$ cat src/rtl/demux_dispatcher.sv
// Valid/ready 1-to-4 dispatcher: one-entry holding buffer that steers each word
// to a channel by round-robin over enabled channels or by a per-word destination.
module demux_dispatcher #(
  parameter int unsigned DATA_W = 8
) (
  input  logic              clk,
  input  logic              rst_n,
  input  logic              in_valid,
  input  logic [DATA_W-1:0] in_data,
  input  logic [1:0]        in_dest,
  output logic              in_ready,
  input  logic              mode,
  input  logic [3:0]        ch_en,
  output logic [3:0]        out_valid,
  output logic [DATA_W-1:0] out_data,
  input  logic [3:0]        out_ready,
  output logic [1:0]        sel,
  output logic [7:0]        drop_cnt
);

  typedef enum logic {EMPTY, FULL} state_t;

  state_t            state;
  logic [1:0]        rr_ptr;
  logic [DATA_W-1:0] hold_buf;

  logic       transfer;
  logic       delivery;
  logic       has_tgt;
  logic [1:0] tgt;
  logic [1:0] idx;

  assign in_ready = (state == EMPTY) | out_ready[sel];
  assign transfer = in_valid & in_ready;
  assign delivery = (state == FULL) & out_ready[sel];

  // Round-robin search starts from the pointer as it stands before this edge's delivery update.
  always_comb begin
    has_tgt = 1'b0;
    tgt     = rr_ptr;
    idx     = rr_ptr;
    if (mode) begin
      tgt     = in_dest;
      has_tgt = ch_en[in_dest];
    end else begin
      for (int unsigned k = 0; k < 4; k++) begin
        idx = rr_ptr + 2'(k);
        if (!has_tgt && ch_en[idx]) begin
          has_tgt = 1'b1;
          tgt     = idx;
        end
      end
    end
  end

  always_ff @(posedge clk or negedge rst_n) begin
    if (!rst_n) begin
      state    <= EMPTY;
      rr_ptr   <= '0;
      sel      <= '0;
      hold_buf <= '0;
      drop_cnt <= '0;
    end else begin
      if (delivery) rr_ptr <= sel + 2'd1;
      if (transfer && has_tgt) begin
        hold_buf <= in_data;
        sel      <= tgt;
        state    <= FULL;
      end else begin
        // A drop while FULL implies a same-edge delivery (in_ready needs out_ready[sel]),
        // so emptying on delivery alone covers both the drop and no-transfer cases.
        if (transfer && drop_cnt != 8'hFF) drop_cnt <= drop_cnt + 8'd1;
        if (delivery) state <= EMPTY;
      end
    end
  end

  always_comb begin
    out_valid = '0;
    if (state == FULL) out_valid[sel] = 1'b1;
  end

  assign out_data = hold_buf;

endmodule

$ cat config.mk
export PLATFORM = sky130hd
export DESIGN_NAME = demux_dispatcher
export DESIGN_NICKNAME = d
export VERILOG_FILES = /design/src/rtl/demux_dispatcher.sv
export SDC_FILE = /design/constraint.sdc
export NUM_CORES = 1
export LEC_CHECK = 0
export BUFFER_PORTS_ARGS = -buffer_cell sky130_fd_sc_hd__clkbuf_2
export CAP_MARGIN = 20
export CORE_MARGIN = 8
export CORE_UTILIZATION = 52
export DETAILED_ROUTE_END_ITERATION = 10
export GPL_TIMING_DRIVEN = 1
export HOLD_SLACK_MARGIN = 0.06
export PLACE_DENSITY_LB_ADDON = 0.15
export SLEW_MARGIN = 20
export SYNTH_ARGS = -nofsm -noshare
export SYNTH_HDL_FRONTEND = slang
export SYNTH_SLANG_ARGS = --single-unit
$ cat constraint.sdc
create_clock -name clk -period 3.3 [get_ports clk]
set_clock_uncertainty 0.15 [all_clocks]
set_input_delay 0.495 -clock clk [delete_from_list [all_inputs] [get_ports clk]]
set_output_delay 0.495 -clock clk [all_outputs]
set_load 0.01 [all_outputs]
# Yosys cells after proc, flatten, opt, wreduce, memory -nomap -nowiden
# Index checks and enable logic that the tools add are counted.
totals:
  input_bits: 22
  out_inout_bits: 23
  regBits: 21
  word_cells: 63
op_classes:
  add_sub_neg: 5
  n_reduce_logical: 11
  n_lt_le_gt_ge: 7
  eq_ne: 1
  bitwise: 5
  muxes: 29
op_table:
  columns: ["op", "n"]
  rows:
  - ["$lt 2x3->1 const B", 6]
  - ["$mux 1", 17]
  - ["$bmux 1 s2", 6]
  - ["$add 8x1->8 const B", 1]
  - ["$mux 2", 4]
  - ["$ne 8x8->1 const B", 1]
  - ["$logic_and 1x1->1", 6]
  - ["$add 2x1->2 const B", 2]
  - ["$add 2x2->2 const B", 2]
  - ["$mux 4", 1]
  - ["$logic_not 1->1", 3]
  - ["$and 1x1->1", 2]
  - ["$demux 1 s2", 1]
  - ["$ge 2x1->1 const B", 1]
  - ["$not 1->1", 2]
  - ["$reduce_and 2->1", 1]
  - ["$reduce_bool 2->1", 1]
  - ["$or 1x1->1", 1]

# Depth between registers and ports, before layout
logic_depth:
  ltp_word: 19
  depth_mapped: 7
  mapped_depth_nobuf: 6

# Worst setup path after synthesis
# OpenSTA, ideal clock, no wires.
synth_path:
  kind: "input port to flip-flop"
  from: "in ch_en[0]"
  to: "reg hold_buf[0] (netlist: out_data[0])"
  n_path_buf: 1
  slack_ps: 1187
  path_stages: 6
  setup_time_ps: 125
  arrival_time_ps: 1838
  t_required_ps: 3025
  path_cell_list: "mux2_2 -> nor4b_1 -> o31ai_1 -> nand4_1 -> buf_4 -> mux2_2"
synth_between:
  elab_chain_cells: 17
  word_cells_on_any_way: 25
  cone_classes: "mux: 18; reduce/logical: 7"
synth_rtl:
  columns: ["item", "line_no", "source"]
  rows:
  - ["start: declaration", "13", "input logic [3:0] ch_en,"]
  - ["$bmux 1 s2", "48", "if (!has_tgt && ch_en[idx]) begin"]
  - ["$mux 1 (implied by the code)", "48", null]
  - ["$mux 1", "48", null]
  - ["$mux 1", "42", "if (mode) begin"]
  - ["$logic_not 1->1", "48", null]
  - ["$logic_and 1x1->1", "48", null]
  - ["$mux 1", "48", null]
  - ["$mux 1", "42", null]
  - ["$logic_not 1->1", "48", null]
  - ["$logic_and 1x1->1", "48", null]
  - ["$mux 1", "48", null]
  - ["$mux 1", "42", null]
  - ["$logic_not 1->1", "48", null]
  - ["$logic_and 1x1->1", "48", null]
  - ["$mux 1", "48", null]
  - ["$mux 1 (*)", "42", null]
  - ["$logic_and 1x1->1 (*)", "65", "if (transfer && has_tgt) begin"]
  - ["end signal: assignment", "66", "hold_buf <= in_data;"]
  - ["end: declaration", "25", "logic [DATA_W-1:0] hold_buf;"]
# Every way passes the cells marked *; elsewhere a longest branch is shown, timed or not. The select of a mux whose other input is x is not followed.
# A chain may end at the register's enable or synchronous reset.

# Worst setup path in the final report
layout_path:
  from: "reg rr_ptr[1]"
  to: "reg hold_buf[4] (netlist: out_data[4])"
layout_between:
  elab_chain_cells: 17
  word_cells_on_any_way: 26
  cone_classes: "add/sub: 3; mux: 16; reduce/logical: 7"
layout_rtl:
  columns: ["item", "line_no", "source"]
  rows:
  - ["start: declaration", "24", "logic [1:0] rr_ptr;"]
  - ["start signal: assignment", "64", "if (delivery) rr_ptr <= sel + 2'd1;"]
  - ["$bmux 1 s2", "48", null]
  - ["$mux 1 (implied by the code)", "48", null]
  - ["$mux 1", "48", null]
  - ["$mux 1", "42", null]
  - ["$logic_not 1->1", "48", null]
  - ["$logic_and 1x1->1", "48", null]
  - ["$mux 1", "48", null]
  - ["$mux 1", "42", null]
  - ["$logic_not 1->1", "48", null]
  - ["$logic_and 1x1->1", "48", null]
  - ["$mux 1", "48", null]
  - ["$mux 1", "42", null]
  - ["$logic_not 1->1", "48", null]
  - ["$logic_and 1x1->1", "48", null]
  - ["$mux 1 (*)", "48", null]
  - ["$mux 1 (*)", "42", null]
  - ["$logic_and 1x1->1 (*)", "65", null]
# Marked as above.

==> impl_metrics.yaml <==
global_route:
  grt_max_degree: 22
  grt_pass1_wl_um: 4620
  track_usage_pct: 13.4
  first_global_vias: 1068
  overflow: 0
  grt_antenna_before_repair: 0
routing:
  avgViaCountPerCell: 5.36
  drt_iter0_drc: 55
  finalWirelength_um: 2730
  first_pass_iters: 4
  wl_per_cell_um: 14.3
  postRouteAntennaNets: 0
  remaining_drc_errors: 0
  vias: 1018
critical_path:
  crit_end: "out_data[4]"
  start_kind: "register"
  required_ps: 3340
  crit_start: "rr_ptr[1]"
  path_max_fanout: 11
  arrival_ps: 2650
  rr_worst_depth: 5
  r2r-start: "rr_ptr[1]"
  worstSetupPathType: "register to register"
  worst_r2r_endpoint: "out_data[4]"
  cp-end-kind: "register"
  rrSetupSlack_ps: 690
pwr:
  leakage_uw: 0.000776
  irDropWorstVdd_uv: 552
  pwr_density_cell_nw_per_um2: 728
synth:
  synth_seq_cells: 21
  synth_top_area_share_pct: 42.0
  synth_area_um2: 1250
  synth_area_per_cell_um2: 10.7
  synthTopCellsByArea: "dfrtp_1, mux2_2, ha_1"
  synthesis.nets: 144
  synth_area_leader_cell: "dfrtp_1"
  ys_types: 35
  synth_async_sr_flop_share_pct: 100
  seq_area_frac_synth_pct: 42.0
  synth_edf_count: 0
  synth_warnings: 0
  syn_inst: 117
  synth-main-ff-cell: "dfrtp_1"
placement:
  numPortBuffers: 44
  hpwl_um: 2190
  dp_slack_ps: 716
  gp_congestion: 0.860
clock_tree:
  cts_tree: "done"
  worstSkewPairLatency_ps: 300
  cts_max_level: 1
  cts.sinks: 21
  cts_resized: 0
  cts_inserted_buffers: 3
  clkTransAtPathRegs_ps: 110
  post_cts_buffers: 0
  cts_root_buffer: "clkbuf_4"
  cts_buffer_depth: 2
floorplan:
  core-area_um2: 2250
  fp.dieH_um: 65.1
  num_rows: 17
  start_util_pct: 55.5
  die_area_um2: 4230
  ioPinCount: 45
  die_x_um: 65.1
sta:
  min_period_over_period_pct: 78.9
  rsz0062_at_grt: "no"
  period_needed_ps: 2610
  slew_viol_final: 0
  tns_ps: 0
  layout_setup_ws_ps: 695
  worst_pin_slew_ps: 635
  setup_violations: 0
  hold_ws_ps: 268
  relSlewSlack_pct: 57.3
  max_freq_ghz: 0.384
  hold_viol: 0
layout:
  area_delta_synth_final_pct: 21.1
  n_antenna_cell: 0
  final_layout_size_suffix_gt1_share_pct: 41.4
  layout_commonest_cell: "clkbuf_2"
  nets: 190
  layout_common_cells: "clkbuf_2, dfrtp_1, mux2_2"
job:
  drv_cap: 0
status:
  status: "finished, final reports clean"
hold_path:
  hold_path_class: "input pin to register"
  hold_path_startpoint: "in_data[0]"
kinds of logic (layout without fill, tap and decap cells):
group,after synthesis,after routing,synth area share [%]
flops,21,21,42.0
simple gates,45,45,20.3
fa+ha+maj,5,5,5.00
compound gates,14,14,8.89
mux,18,18,15.8
xor+xnor,7,7,4.90
buf+inv,7,52,3.20
cell usage after synthesis (2+ instances only):
cell	number
and3_1	2
nor3b_1	2
nand3_1	4
ha_1	5
dfrtp_1	21
nor2_1	2
nand2_1	11
buf_2	2
o21ai_0	5
nand2b_1	4
mux2_2	14
xor2_1	7
nor3_1	3
mux2i_1	4
and2_1	5
nor2b_1	3
nor4_1	3
inv_1	3
through the flow:
stage / utilization, % / std cells / power (uW) / area [um2]
CTS: 67.3 / 190 / 1120 / 1520
finish: 67.3 / 190 / 1100 / 1520
detailed placement: 65.6 / 185 / 999 / 1480
global placement: 65.6 / 185 / 979 / 1480
floorplan: - / 117 / 817 / 1250
global route: 67.3 / 190 / 1200 / 1520
what timing repair did:
action,CTS,global route
hold endpoints to repair,21,0
hold buffers,1,0
endpoints found under the setup margin,0,0
sequential cells by signal (all words and copies together), names as in the netlist:
| signal | cells |
|---|---|
| drop_cnt | 8 |
| out_data | 8 |
| rr_ptr | 2 |
| sel | 2 |
| state | 1 |
critical path: stages (launching register included):
cell     delay (ps)
dfrtp_1         550
mux2_2          380
nor4b_1         440
o31ai_1         150
nand4_1         430
mux2_2          400
metal layers:
metal	share of wire (%)	up-vias	track usage (%)	wire length [um]
met1	41	481	14.6	1110
met4	1.8	0	7.36	48
met5	0	-	0	0
met2	53	28	24.2	1450
li1	-	505	-	-
met3	4.4	4	2.06	121
how the worst min path moves through the flow:
stage | slack [ps] | to | cells past startpoint
2_1_floorplan | 50 | drop_cnt[0] | 0
3_3_place_gp | 320 | drop_cnt[6] | 1
3_5_place_dp | 330 | drop_cnt[7] | 1
4_1_cts | 260 | out_data[0] | 2
5_1_grt | 260 | out_data[5] | 2
6_report | 270 | out_data[0] | 2
where the power goes:
part	leakage (uW)	internal, uW	total, uW	switching, uW
Sequential	0.000259	360	476	116
Combinational	0.000499	256	508	252
Clock	0.0000177	45.1	119	73.9
Total	0.000776	661	1100	443
area by class of cell:
type	instances	area, um2
clock buffers	3	22.5
clock inverters	1	5.00
fillers	188	738
inverters	3	11.3
multi-input cells	89	687
flip-flops and latches	21	526
well taps	28	35.0
repair buffers	45	230
(Power assumes the default switching activity.)
